[src/rtl/serial_feeder_pkg.sv]
// Shared types and widths for the serial feeder: FSM state encoding and
// the word/bit-index widths that match the downstream 8-bit shift register.
package serial_feeder_pkg;

  localparam int WORD_W    = 8;
  localparam int BIT_IDX_W = 3;

  typedef enum logic [1:0] {
    SYNC,
    SHIFT,
    INVERT
  } state_e;

endpackage

[src/rtl/feeder_fifo.sv]
// Single-clock FIFO buffering parallel bytes ahead of the serialiser.
// Push while full is accepted only if a pop frees an entry in the same cycle.
module feeder_fifo
  import serial_feeder_pkg::*;
#(
  parameter int DEPTH = 4
) (
  input  logic                      clock,
  input  logic                      reset_n,
  input  logic                      push,
  input  logic [WORD_W-1:0]         wdata,
  input  logic                      pop,
  output logic [WORD_W-1:0]         rdata,
  output logic                      full,
  output logic                      empty,
  output logic [$clog2(DEPTH):0]    level
);

  localparam int PTR_W   = $clog2(DEPTH);
  localparam int LEVEL_W = PTR_W + 1;

  logic [WORD_W-1:0]  mem_q [DEPTH];
  logic [PTR_W-1:0]   wr_ptr_q, wr_ptr_d;
  logic [PTR_W-1:0]   rd_ptr_q, rd_ptr_d;
  logic [LEVEL_W-1:0] level_q, level_d;
  logic               do_push, do_pop;

  assign full    = (level_q == LEVEL_W'(DEPTH));
  assign empty   = (level_q == '0);
  assign level   = level_q;
  assign rdata   = mem_q[rd_ptr_q];
  assign do_push = push && (!full || pop);
  assign do_pop  = pop && !empty;

  always_comb begin
    wr_ptr_d = wr_ptr_q;
    rd_ptr_d = rd_ptr_q;
    level_d  = level_q;
    if (do_push) wr_ptr_d = wr_ptr_q + PTR_W'(1);
    if (do_pop)  rd_ptr_d = rd_ptr_q + PTR_W'(1);
    level_d = level_q + LEVEL_W'(do_push) - LEVEL_W'(do_pop);
  end

  always_ff @(posedge clock or negedge reset_n) begin
    if (!reset_n) begin
      wr_ptr_q <= '0;
      rd_ptr_q <= '0;
      level_q  <= '0;
    end else begin
      wr_ptr_q <= wr_ptr_d;
      rd_ptr_q <= rd_ptr_d;
      level_q  <= level_d;
    end
  end

  // Storage needs no reset: a flushed FIFO never exposes stale entries.
  always_ff @(posedge clock) begin
    if (do_push) mem_q[wr_ptr_q] <= wdata;
  end

endmodule

[src/rtl/serial_feeder.sv]
// Serialises buffered bytes LSB first onto a reset-less shift register and
// drives its functional line (1 = shift, 0 = invert + realign).
// Optional tx_count output enabled by defining SERIAL_FEEDER_BYTE_CNT_EN.
module serial_feeder
  import serial_feeder_pkg::*;
#(
  parameter int DEPTH = 4,
  parameter int WIDTH = WORD_W
) (
  input  logic                   clock,
  input  logic                   reset_n,
  input  logic [WIDTH-1:0]       in_data,
  input  logic                   in_valid,
  output logic                   in_ready,
  input  logic                   inv_req,
  output logic                   ser_bit,
  output logic                   functional,
  output logic                   word_done,
  output logic [$clog2(DEPTH):0] fifo_level
`ifdef SERIAL_FEEDER_BYTE_CNT_EN
  ,
  output logic [15:0]            tx_count
`endif
);

  localparam int                 LEVEL_W  = $clog2(DEPTH) + 1;
  localparam logic [BIT_IDX_W-1:0] LAST_IDX = BIT_IDX_W'(WIDTH - 1);

  state_e               state_q, state_d;
  logic [BIT_IDX_W-1:0] bit_idx_q, bit_idx_d;
  logic [WIDTH-1:0]     cur_q, cur_d;
  logic [WIDTH-1:0]     shadow_q, shadow_d;
  logic                 inv_pend_q, inv_pend_d;
  logic                 ser_bit_q, ser_bit_d;
  logic                 functional_q, functional_d;
  logic                 word_done_q, word_done_d;
  logic                 in_ready_q, in_ready_d;

  logic                 push, pop;
  logic [WIDTH-1:0]     fifo_rdata;
  logic                 fifo_full, fifo_empty;
  logic [LEVEL_W-1:0]   level_nxt;

  assign push = in_valid && in_ready_q && !fifo_full;

  feeder_fifo #(.DEPTH(DEPTH)) u_fifo (
    .clock   (clock),
    .reset_n (reset_n),
    .push    (push),
    .wdata   (in_data),
    .pop     (pop),
    .rdata   (fifo_rdata),
    .full    (fifo_full),
    .empty   (fifo_empty),
    .level   (fifo_level)
  );

  // Outputs are decoded from the next state so they line up with state_q.
  always_comb begin
    state_d    = state_q;
    bit_idx_d  = bit_idx_q;
    cur_d      = cur_q;
    shadow_d   = shadow_q;
    inv_pend_d = inv_pend_q | inv_req;
    pop        = 1'b0;

    case (state_q)
      SYNC: begin
        state_d   = SHIFT;
        bit_idx_d = '0;
        cur_d     = shadow_q;
      end
      SHIFT: begin
        bit_idx_d = bit_idx_q + BIT_IDX_W'(1);
        if (bit_idx_q == LAST_IDX) begin
          shadow_d = cur_q;
          if (inv_pend_q || inv_req) begin
            state_d = INVERT;
          end else if (!fifo_empty) begin
            pop   = 1'b1;
            cur_d = fifo_rdata;
          end
        end
      end
      INVERT: begin
        state_d    = SHIFT;
        bit_idx_d  = '0;
        shadow_d   = ~shadow_q;
        inv_pend_d = 1'b0;
        if (!fifo_empty) begin
          pop   = 1'b1;
          cur_d = fifo_rdata;
        end else begin
          cur_d = ~shadow_q;
        end
      end
      default: state_d = SYNC;
    endcase

    level_nxt    = fifo_level + LEVEL_W'(push) - LEVEL_W'(pop);
    in_ready_d   = (level_nxt < LEVEL_W'(DEPTH));
    functional_d = (state_d == SHIFT);
    ser_bit_d    = (state_d == SHIFT) ? cur_d[bit_idx_d] : 1'b0;
    word_done_d  = (state_d == SHIFT) && (bit_idx_d == LAST_IDX);
  end

  always_ff @(posedge clock or negedge reset_n) begin
    if (!reset_n) begin
      state_q      <= SYNC;
      bit_idx_q    <= '0;
      cur_q        <= '0;
      shadow_q     <= '0;
      inv_pend_q   <= 1'b0;
      ser_bit_q    <= 1'b0;
      functional_q <= 1'b0;
      word_done_q  <= 1'b0;
      in_ready_q   <= 1'b0;
    end else begin
      state_q      <= state_d;
      bit_idx_q    <= bit_idx_d;
      cur_q        <= cur_d;
      shadow_q     <= shadow_d;
      inv_pend_q   <= inv_pend_d;
      ser_bit_q    <= ser_bit_d;
      functional_q <= functional_d;
      word_done_q  <= word_done_d;
      in_ready_q   <= in_ready_d;
    end
  end

  assign ser_bit    = ser_bit_q;
  assign functional = functional_q;
  assign word_done  = word_done_q;
  assign in_ready   = in_ready_q;

`ifdef SERIAL_FEEDER_BYTE_CNT_EN
  logic        from_fifo_q, from_fifo_d;
  logic [15:0] tx_count_q, tx_count_d;

  // Only words that were popped count; refills and post-invert refills do not.
  always_comb begin
    from_fifo_d = from_fifo_q;
    if ((state_d == SHIFT) && (bit_idx_d == '0)) from_fifo_d = pop;
    tx_count_d = tx_count_q;
    if ((state_q == SHIFT) && (bit_idx_q == LAST_IDX) && from_fifo_q)
      tx_count_d = tx_count_q + 16'd1;
  end

  always_ff @(posedge clock or negedge reset_n) begin
    if (!reset_n) begin
      from_fifo_q <= 1'b0;
      tx_count_q  <= '0;
    end else begin
      from_fifo_q <= from_fifo_d;
      tx_count_q  <= tx_count_d;
    end
  end

  assign tx_count = tx_count_q;
`endif

endmodule

[config.mk]
export PLATFORM = sky130hd
export DESIGN_NAME = serial_feeder
export DESIGN_NICKNAME = d
export VERILOG_FILES = /design/src/rtl/serial_feeder_pkg.sv /design/src/rtl/feeder_fifo.sv /design/src/rtl/serial_feeder.sv
export SDC_FILE = /design/constraint.sdc
export NUM_CORES = 1
export LEC_CHECK = 0
export CORE_MARGIN = 2
export CORE_UTILIZATION = 60
export DETAILED_ROUTE_END_ITERATION = 8
export GPL_TIMING_DRIVEN = 0
export PLACE_DENSITY = 0.91
export SLEW_MARGIN = 0
export SYNTH_ARGS = -nofsm -noshare
export SYNTH_HDL_FRONTEND = slang
export SYNTH_SLANG_ARGS = --single-unit
[constraint.sdc]
create_clock -name clock -period 4.5 [get_ports clock]
set_input_delay 1.125 -clock clock [delete_from_list [all_inputs] [get_ports clock]]
set_output_delay 1.125 -clock clock [all_outputs]
set_load 0.01 [all_outputs]
After elaboration in Yosys (flattened, before gate mapping)
Memories as Yosys holds them, arrays and structs flattened.
Index checks and enable logic that the tools add are counted.
{"block": "word_totals", "mem_count": 1, "word_cells": 66, "ram_bits": 32, "regBits": 33}
{"name": "u_fifo.mem_q", "words": 4, "word_bits": 8, "read_ports": 1, "rd_clocked_by_memory_dff": 0, "wr": 1, "line_no": "feeder_fifo.sv:22", "rtl": "logic [WORD_W-1:0] mem_q [DEPTH];"}
{"block": "op_classes", "n_reduce_logical": 14, "magnitude_cmp": 2, "addsub": 7, "muxes": 21, "bitwise_logic": 2, "eq_ne": 7}
{"op": "8-bit 2-to-1 mux", "count": 5}
{"op": "8-bit case mux with 3 select lines", "count": 1}
{"op": "8-bit case mux with 2 select lines", "count": 1}
{"op": "3-bit == test (second input constant)", "count": 3}
{"op": "1-bit 2-to-1 mux", "count": 8}
{"op": "8-bit inverter", "count": 1}
{"op": "3-bit by 1-bit adder with 3-bit output", "count": 2}
{"op": "3-bit case mux with 2 select lines", "count": 1}
{"op": "3-bit by 1-bit subtractor with 3-bit output", "count": 2}
{"op": "1-bit logical AND", "count": 5}
{"op": "2-bit by 1-bit adder with 2-bit output (second input constant)", "count": 2}
{"op": "2-bit by 1-bit == test with 1-bit output (second input constant)", "count": 2}
{"op": "3-bit by 4-bit < comparator with 1-bit output (second input constant)", "count": 1}
{"op": "2-bit 2-to-1 mux", "count": 2}
{"op": "2-bit case mux with 2 select lines", "count": 1}
{"op": "3-bit by 1-bit adder with 3-bit output (second input constant)", "count": 1}
{"op": "1-bit binary-select mux with 3-bit select", "count": 1}
{"op": "3-bit logical NOT", "count": 1}
{"op": "3-bit < comparator (second input constant)", "count": 1}
{"op": "2-bit == test (second input constant)", "count": 1}
{"op": "1-bit logical NOT", "count": 2}
{"op": "2-bit logical NOT", "count": 1}
{"op": "1-bit logical OR", "count": 2}
{"op": "2-bit != test (second input constant)", "count": 1}
{"op": "5 further kinds", "count": 5}

Longest topological paths before layout
Gate-level depths: netlist of the first run.
{"block": "logic_depth", "ltp_word": 9, "mapped_depth": 11, "mapped_depth_nobuf": 10}

Modules after synthesis
Synthesis of the first run repeated with hierarchy kept, for this count alone.
{"block": "unflattened", "cells_unflattened": 251, "hier_area_um2": 3115.5}
{"module": "feeder_fifo", "seq_area_each_um2": 1136.1, "instances": 1, "area_per_inst_um2": 1577.8, "cells_per_inst": 78}
{"module": "serial_feeder", "seq_area_each_um2": 650.6, "instances": 1, "area_per_inst_um2": 1537.7, "cells_per_inst": 173}

Least setup slack after synthesis of the first run
No wires, ideal clock.
{"block": "synth_path", "kind": "input to register", "startpoint": "input inv_req", "endpoint": "register u_fifo.level_q[2] (netlist: u_fifo.level[2])", "setup_ps": 127, "n_path_buf": 0, "arrival_time_ps": 2727, "cell_stages": 8, "path_slack_ps": 1646, "path_cell_list": "and4bb_2 > o21a_1 > and2_1 > ha_1 > inv_1 > ha_1 > fa_1 > xnor2_1"}
{"element": "from (decl)", "line_no": "serial_feeder.sv:15", "rtl": "input logic inv_req,"}
{"element": "1-bit logical OR", "line_no": "serial_feeder.sv:77", "rtl": "if (inv_pend_q || inv_req) begin"}
{"element": "1-bit 2-to-1 mux", "line_no": "serial_feeder.sv:77"}
{"element": "1-bit 2-to-1 mux", "line_no": "serial_feeder.sv:75", "rtl": "if (bit_idx_q == LAST_IDX) begin"}
{"element": "1-bit case mux with 2 select lines", "line_no": "serial_feeder.sv:67", "rtl": "case (state_q)"}
{"element": "1-bit logical AND", "line_no": "feeder_fifo.sv:33", "rtl": "assign do_pop = pop && !empty;"}
{"element": "net u_fifo.do_pop", "line_no": "feeder_fifo.sv:26", "rtl": "logic do_push, do_pop;"}
{"element": "3-bit by 1-bit subtractor with 3-bit output", "line_no": "feeder_fifo.sv:41", "rtl": "level_d = level_q + LEVEL_W'(do_push) - LEVEL_W'(do_pop);"}
{"element": "net u_fifo.level_d[2]", "line_no": "feeder_fifo.sv:25", "rtl": "logic [LEVEL_W-1:0] level_q, level_d;"}
{"element": "to (signal assigned)", "line_no": "feeder_fifo.sv:52", "rtl": "level_q <= level_d;"}
{"element": "to (decl)", "line_no": "feeder_fifo.sv:25"}
The timed path passes the listed nets, and every way through them passes these cells.
A chain may end at the register's enable or synchronous reset.

Worst setup path in the final report of the first run
Ends and elaborated chain as after synthesis.

==> flow_summary.ini, run 1 <==
[clock_tree]
hold_buffers = 0
path_clk_slew_ns = 0.08
numCtsBuffers = 9
cts.sinks = 65
clock_path_buffers = 2
cts_tree = built
cts_resized = 0
clk_latency_ns = 0.35
postCtsSetupBuffers = 0
clock-root-buffer = clkbuf_8
cts.htree.levels = 3

[routing]
dr.first_iter.drc_count = 225
ant_nets = 0
wl_per_cell_um = 17.81
viasPerCell = 6.059
wl_um = 6626
num_vias = 2254
drc_errors = 0
dr.pass1.iters = 5

[timing]
fin_setup_tns_ns = 0
post-route-period-util = 0.7067
timing.fmax_ghz = 0.3144
setup_viol = 0
grt_setup_unrepaired = no
min_period_ns = 3.180
timing.final.hold_violations = 0
holdWs_ns = 0.5301
slew_viol_final = 0
relSlewSlack = 0.5107
fin_skew_ns = 0.009741
tightest_slew_ns = 0.7340

[synthesis]
ys_types = 49
yosysSeqAreaShare = 0.5518
synthesis.area_um2 = 3238
synth_edf_count = 32
synthTopCellsByArea = edfxtp_1, dfrtp_1, ha_1, mux4_1, nand2_1
yosysTopAreaCell = edfxtp_1
yosys_warnings = 0
synth_fp_nets = 295
synth_cells = 268
ys.flop_type = dfrtp_1
synth_seq_cells = 65
synthArstFlopShare = 0.5077
synth_top_area_share = 0.2968
synth_area_per_cell_um2 = 12.08

[placed_design]
dp_hpwl_um = 4591
gp_congestion = 0.9239
port_buffers = 18

[global_routing]
grt_pass1_wl_um = 11020
overflow = 0
grt_pass1_vias = 2254
track_usage = 0.2407
grt_max_degree = 34
antenna_found_initial = 0

[floorplanning]
core_region_area_um2 = 5172
row_count = 26
fp.dieH_um = 77.47
die_x_um = 77.47
start_util = 0.6260
ios = 19
die_area_um2 = 6001

[hold_path]
min_path_type = flip-flop to flip-flop
hp-start = cur_q[0]

[power_and_ir_drop]
peakVddDrop_uv = 364.8
switching_share = 0.3964
power.net_switching_uw = 948.0
p_comb_frac = 0.417
seq_power_share = 0.399
total_leakage_power_uw = 0.001463
powerDensity_nw_per_um2 = 651.3
p_int_uw = 1444
clkPwrFrac = 0.184

[cells_and_area]
diodes = 0
finalNetCount = 324
mostFrequentLayoutCells = nand2_1, dfrtp_1, edfxtp_1
area_growth_pct = 13.41
fill_cells = 372
drive_above_1_share = 0.09934

[worst_setup_path]
critPathLaunch = inv_req
crit_required_ns = 4.73
r2r-start = bit_idx_q[0]
cp-end-kind = flip-flop
cp_data_arrival_time_ns = 3.41
critPathLaunchType = input port
crit_fanout = 6
critPathKind = input port to flip-flop

[run_status]
status = complete, no violations

[run]
maxCapViolCount = 0
stage by stage:
stage               std cells  instance area (um^2)  setup WS (ns)  power (uW)    util
floorplan                 268                  3238          1.646        1647       -
global placement          356                  3506          1.044        1878  0.6778
detailed placement        356                  3501         0.9658        1945  0.6768
CTS                       372                  3672          1.330        2387  0.7100
global route              372                  3672          1.249        2562  0.7100
finish                    372                  3672          1.320        2392  0.7100
cell families after synthesis:
group,after synthesis,share of synthesized area
compound gates,67,0.1341
xor+xnor,14,0.03786
fa+ha+maj,15,0.06028
buf+inv,30,0.03979
flops,65,0.5518
mux,10,0.06762
simple gates,67,0.1086
power groups by stage:
| stage | Combinational, uW | Clock, uW | Sequential (uW) |
|---|---|---|---|
| finish | 997 | 440 | 955 |
| detailed placement | 980 | 0 | 965 |
| global route | 1110 | 476 | 978 |
| global placement | 929 | 0 | 949 |
| CTS | 992 | 441 | 954 |
| floorplan | 709 | 0 | 938 |
synthesized netlist by cell type (2+ instances only):
cell / n
a22oi_1: 2
ha_1: 14
nand2b_1: 3
mux2i_1: 2
mux4_2: 3
a21oi_1: 13
buf_2: 3
o211a_1: 4
a31oi_1: 3
xor2_1: 10
xnor2_1: 4
inv_1: 15
edfxtp_1: 32
and2_1: 6
nor4b_1: 2
o21a_1: 3
or4_1: 2
or3_1: 2
nand2_1: 33
mux4_1: 5
o22ai_1: 9
o41ai_1: 2
clkbuf_1: 8
dfrtp_1: 33
o21ai_0: 23
nor4_1: 4
nor2_1: 6
metal layers:
layer  vias to the layer above  wire (um)  GRT usage
met2                        89       3256     0.3809
li1                       1054          -          -
met1                      1092       2781     0.3092
met3                        19        430    0.06163
met5                         -          0          0
met4                         0        157     0.1214
worst paths after layout:
check,slack [ns],depth (start not counted),end
worst min register to register,0.53,2,cur_q[0]
max in group asynchronous,3.20,1,shadow_q[5]
worst max-delay path,1.32,9,u_fifo.level[2]
worst max register to register,1.66,10,u_fifo.level[2]
min in group asynchronous,0.83,1,cur_q[2]
worst min-delay path,0.53,2,cur_q[0]
cell type report:
type | count | area, um^2 | share of cell area
clock buffer | 9 | 123.9 | 0.03373
inverter | 16 | 60.06 | 0.01635
sequential | 65 | 1787 | 0.4865
tap | 70 | 87.58 | 0.02385
timing repair buffer | 18 | 175.2 | 0.04770
buffer | 14 | 68.82 | 0.01874
multi-input combinational | 173 | 1323 | 0.3601
clock inverter | 7 | 47.55 | 0.01295
flip-flops by register name (all words and copies together), names as in the netlist:
signal / flops
bit_idx_q: 3
cur_q: 8
functional: 1
in_ready: 1
inv_pend_q: 1
ser_bit: 1
shadow_q: 8
state_q: 2
u_fifo.level: 3
u_fifo.mem_q: 32
u_fifo.rd_ptr_q: 2
u_fifo.wr_ptr_q: 2
word_done: 1
worst max-delay path: stages:
cell and delay [ns]:
clkdlybuf4s50_1 0.52, and4bb_2 0.29, o21a_1 0.24, and2_1 0.21
ha_1 0.28, inv_1 0.04, ha_1 0.18, fa_1 0.39
xnor2_1 0.15
No activity file was read; power rests on OpenSTA's default activity.
==> run 2, diff against run 1 <==
- CORE_UTILIZATION: 60 -> 59
- PLACE_DENSITY: 0.91 -> 0.9
- clock period: 4.5 -> 2.95 ns (I/O delays scaled with it)
==> run 2 against run 1 <==
  * Final area fell by 0.51%
  * First-iteration DRC count rose by 23%
  * Non-clock buffer count fell by 1
  * Clock power rose by 39%
  * Worst setup slack got worse by 1.2 ns
  * Final cell count fell by 0.27%
  * Critical endpoint unchanged
  * Largest power group unchanged
  * Highest routed layer unchanged
==> flow_summary.ini, run 2 (synthesized netlist as in run 1, its figures left out) <==
[worst_setup_path]
rr_worst_depth = 10
reg2reg_slack_ns = 0.13
critPathKind = flip-flop to flip-flop
cp-end-kind = flip-flop
r2r-start = bit_idx_q[0]
crit_required_ns = 3.16
critPathLaunchType = flip-flop
cp_data_arrival_time_ns = 3.03
r2r_end = u_fifo.level[2]
critPathLaunch = bit_idx_q[0]
critPathCapture = u_fifo.level[2]
crit_fanout = 6

[cells_and_area]
multi_input_area_um2 = 1323
largest_reg_flops = 32
final_util = 0.7019
fill_cells = 370
diodes = 0
drive_above_1_share = 0.08970
mostFrequentLayoutCells = nand2_1, dfrtp_1, edfxtp_1
seq_area_um2 = 1787
finalNetCount = 323
regMostFlops = u_fifo.mem_q
area_growth_pct = 12.83
reg.largest.list = u_fifo.mem_q (32), cur_q (8), shadow_q (8)

[floorplanning]
ios = 19
start_util = 0.6221
row_count = 26
die_area_um2 = 6097
die_x_um = 78.09
core_region_area_um2 = 5205
fp.dieH_um = 78.09

[clock_tree]
cts.htree.levels = 3
path_clk_slew_ns = 0.07
postCtsSetupBuffers = 0
cts.sinks = 65
cts_resized = 0
clock_path_buffers = 2
cts_tree = built
clock-root-buffer = clkbuf_8
hold_buffers = 0
clk_latency_ns = 0.33
numCtsBuffers = 9

[power_and_ir_drop]
power.total_uw = 3577
powerDensity_nw_per_um2 = 979.1
peakVddDrop_uv = 723.8
total_leakage_power_uw = 0.001465

[global_routing]
track_usage = 0.2371
antenna_found_initial = 0
overflow = 0
grt_max_degree = 34
grt_pass1_wl_um = 11020
grt_pass1_vias = 2309

[timing]
setup_viol = 0
grt_setup_unrepaired = no
post-route-period-util = 0.9562
fin_skew_ns = 0.007155
slew_viol_final = 0
timing.fmax_ghz = 0.3545
relSlewSlack = 0.5059
min_period_ns = 2.821
tightest_slew_ns = 0.7412
timing.final.hold_violations = 0

[run]
maxCapViolCount = 0

[routing]
wl_per_cell_um = 17.07
wl_um = 6334
ant_nets = 0
num_vias = 2194
dr.pass1.iters = 4
drc_errors = 0
dr.first_iter.drc_count = 277
viasPerCell = 5.914

[placed_design]
gp_congestion = 0.9920
dp_hpwl_um = 4533
port_buffers = 18

[hold_path]
min_path_type = input port to asynchronous set/reset pin

[run_status]
status = complete, no violations
-- run 2: cell types whose count changed in the layout (fill, tap and decap cells not counted), sizes merged --
cell      change
clkbuf        +2
clkinvlp      -3
-- run 2: critical path, stage by stage, from the launching register on --
cell and delay [ns]:
dfrtp_1 0.45, ha_1 0.23, ha_1 0.23, and4bb_2 0.30
o21a_1 0.23, and2_1 0.22, ha_1 0.29, inv_1 0.04
ha_1 0.19, fa_1 0.37, xnor2_1 0.14
-- run 2: final cells by class --
class,instances,area share
timing repair buffer,18,0.04795
sequential,65,0.4890
inverter,16,0.01644
clock inverter,4,0.005822
tap,70,0.02397
buffer,13,0.01781
multi-input combinational,173,0.3620
clock buffer,12,0.03699
-- run 2: worst min-delay path by stage --
| stage | start | to | slack [ns] | depth (start not counted) |
|---|---|---|---|---|
| after floorplan | reset_n | bit_idx_q[0] | 0.44 | 0 |
| after global placement | inv_pend_q | inv_pend_q | 0.53 | 2 |
| after detailed placement | cur_q[3] | cur_q[3] | 0.54 | 1 |
| after CTS | reset_n | state_q[1] | 0.47 | 1 |
| after global routing | reset_n | state_q[0] | 0.51 | 1 |
| final | reset_n | shadow_q[2] | 0.46 | 1 |
-- run 2: power breakdown --
group | switching [uW] | internal [uW] | leakage [uW]
sequential | 223 | 1240 | 0.000660
combinational | 844 | 660 | 0.000727
clock | 311 | 300 | 0.0000778
total | 1380 | 2200 | 0.00146
-- run 2: stage by stage --
| step | hold WS, ns | area (um^2) | setup slack [ns] | std cells | setup TNS, ns |
|---|---|---|---|---|---|
| floorplan | 0.4419 | 3238 | 0.3770 | 268 | 0 |
| global placement | 0.5284 | 3506 | -0.1096 | 356 | -0.1445 |
| detailed placement | 0.5361 | 3501 | -0.1371 | 356 | -0.2025 |
| CTS | 0.4703 | 3657 | 0.1245 | 372 | 0 |
| global route | 0.5104 | 3654 | 0.02029 | 371 | 0 |
| finish | 0.4631 | 3654 | 0.1291 | 371 | 0 |
-- run 2: per-layer routing --
metal | routed length [um] | up-vias | global-route usage
met3 | 373 | 7 | 0.07701
met2 | 3222 | 72 | 0.3905
met5 | 0 | - | 0
met4 | 69 | 0 | 0.07193
li1 | - | 1043 | -
met1 | 2669 | 1072 | 0.3024
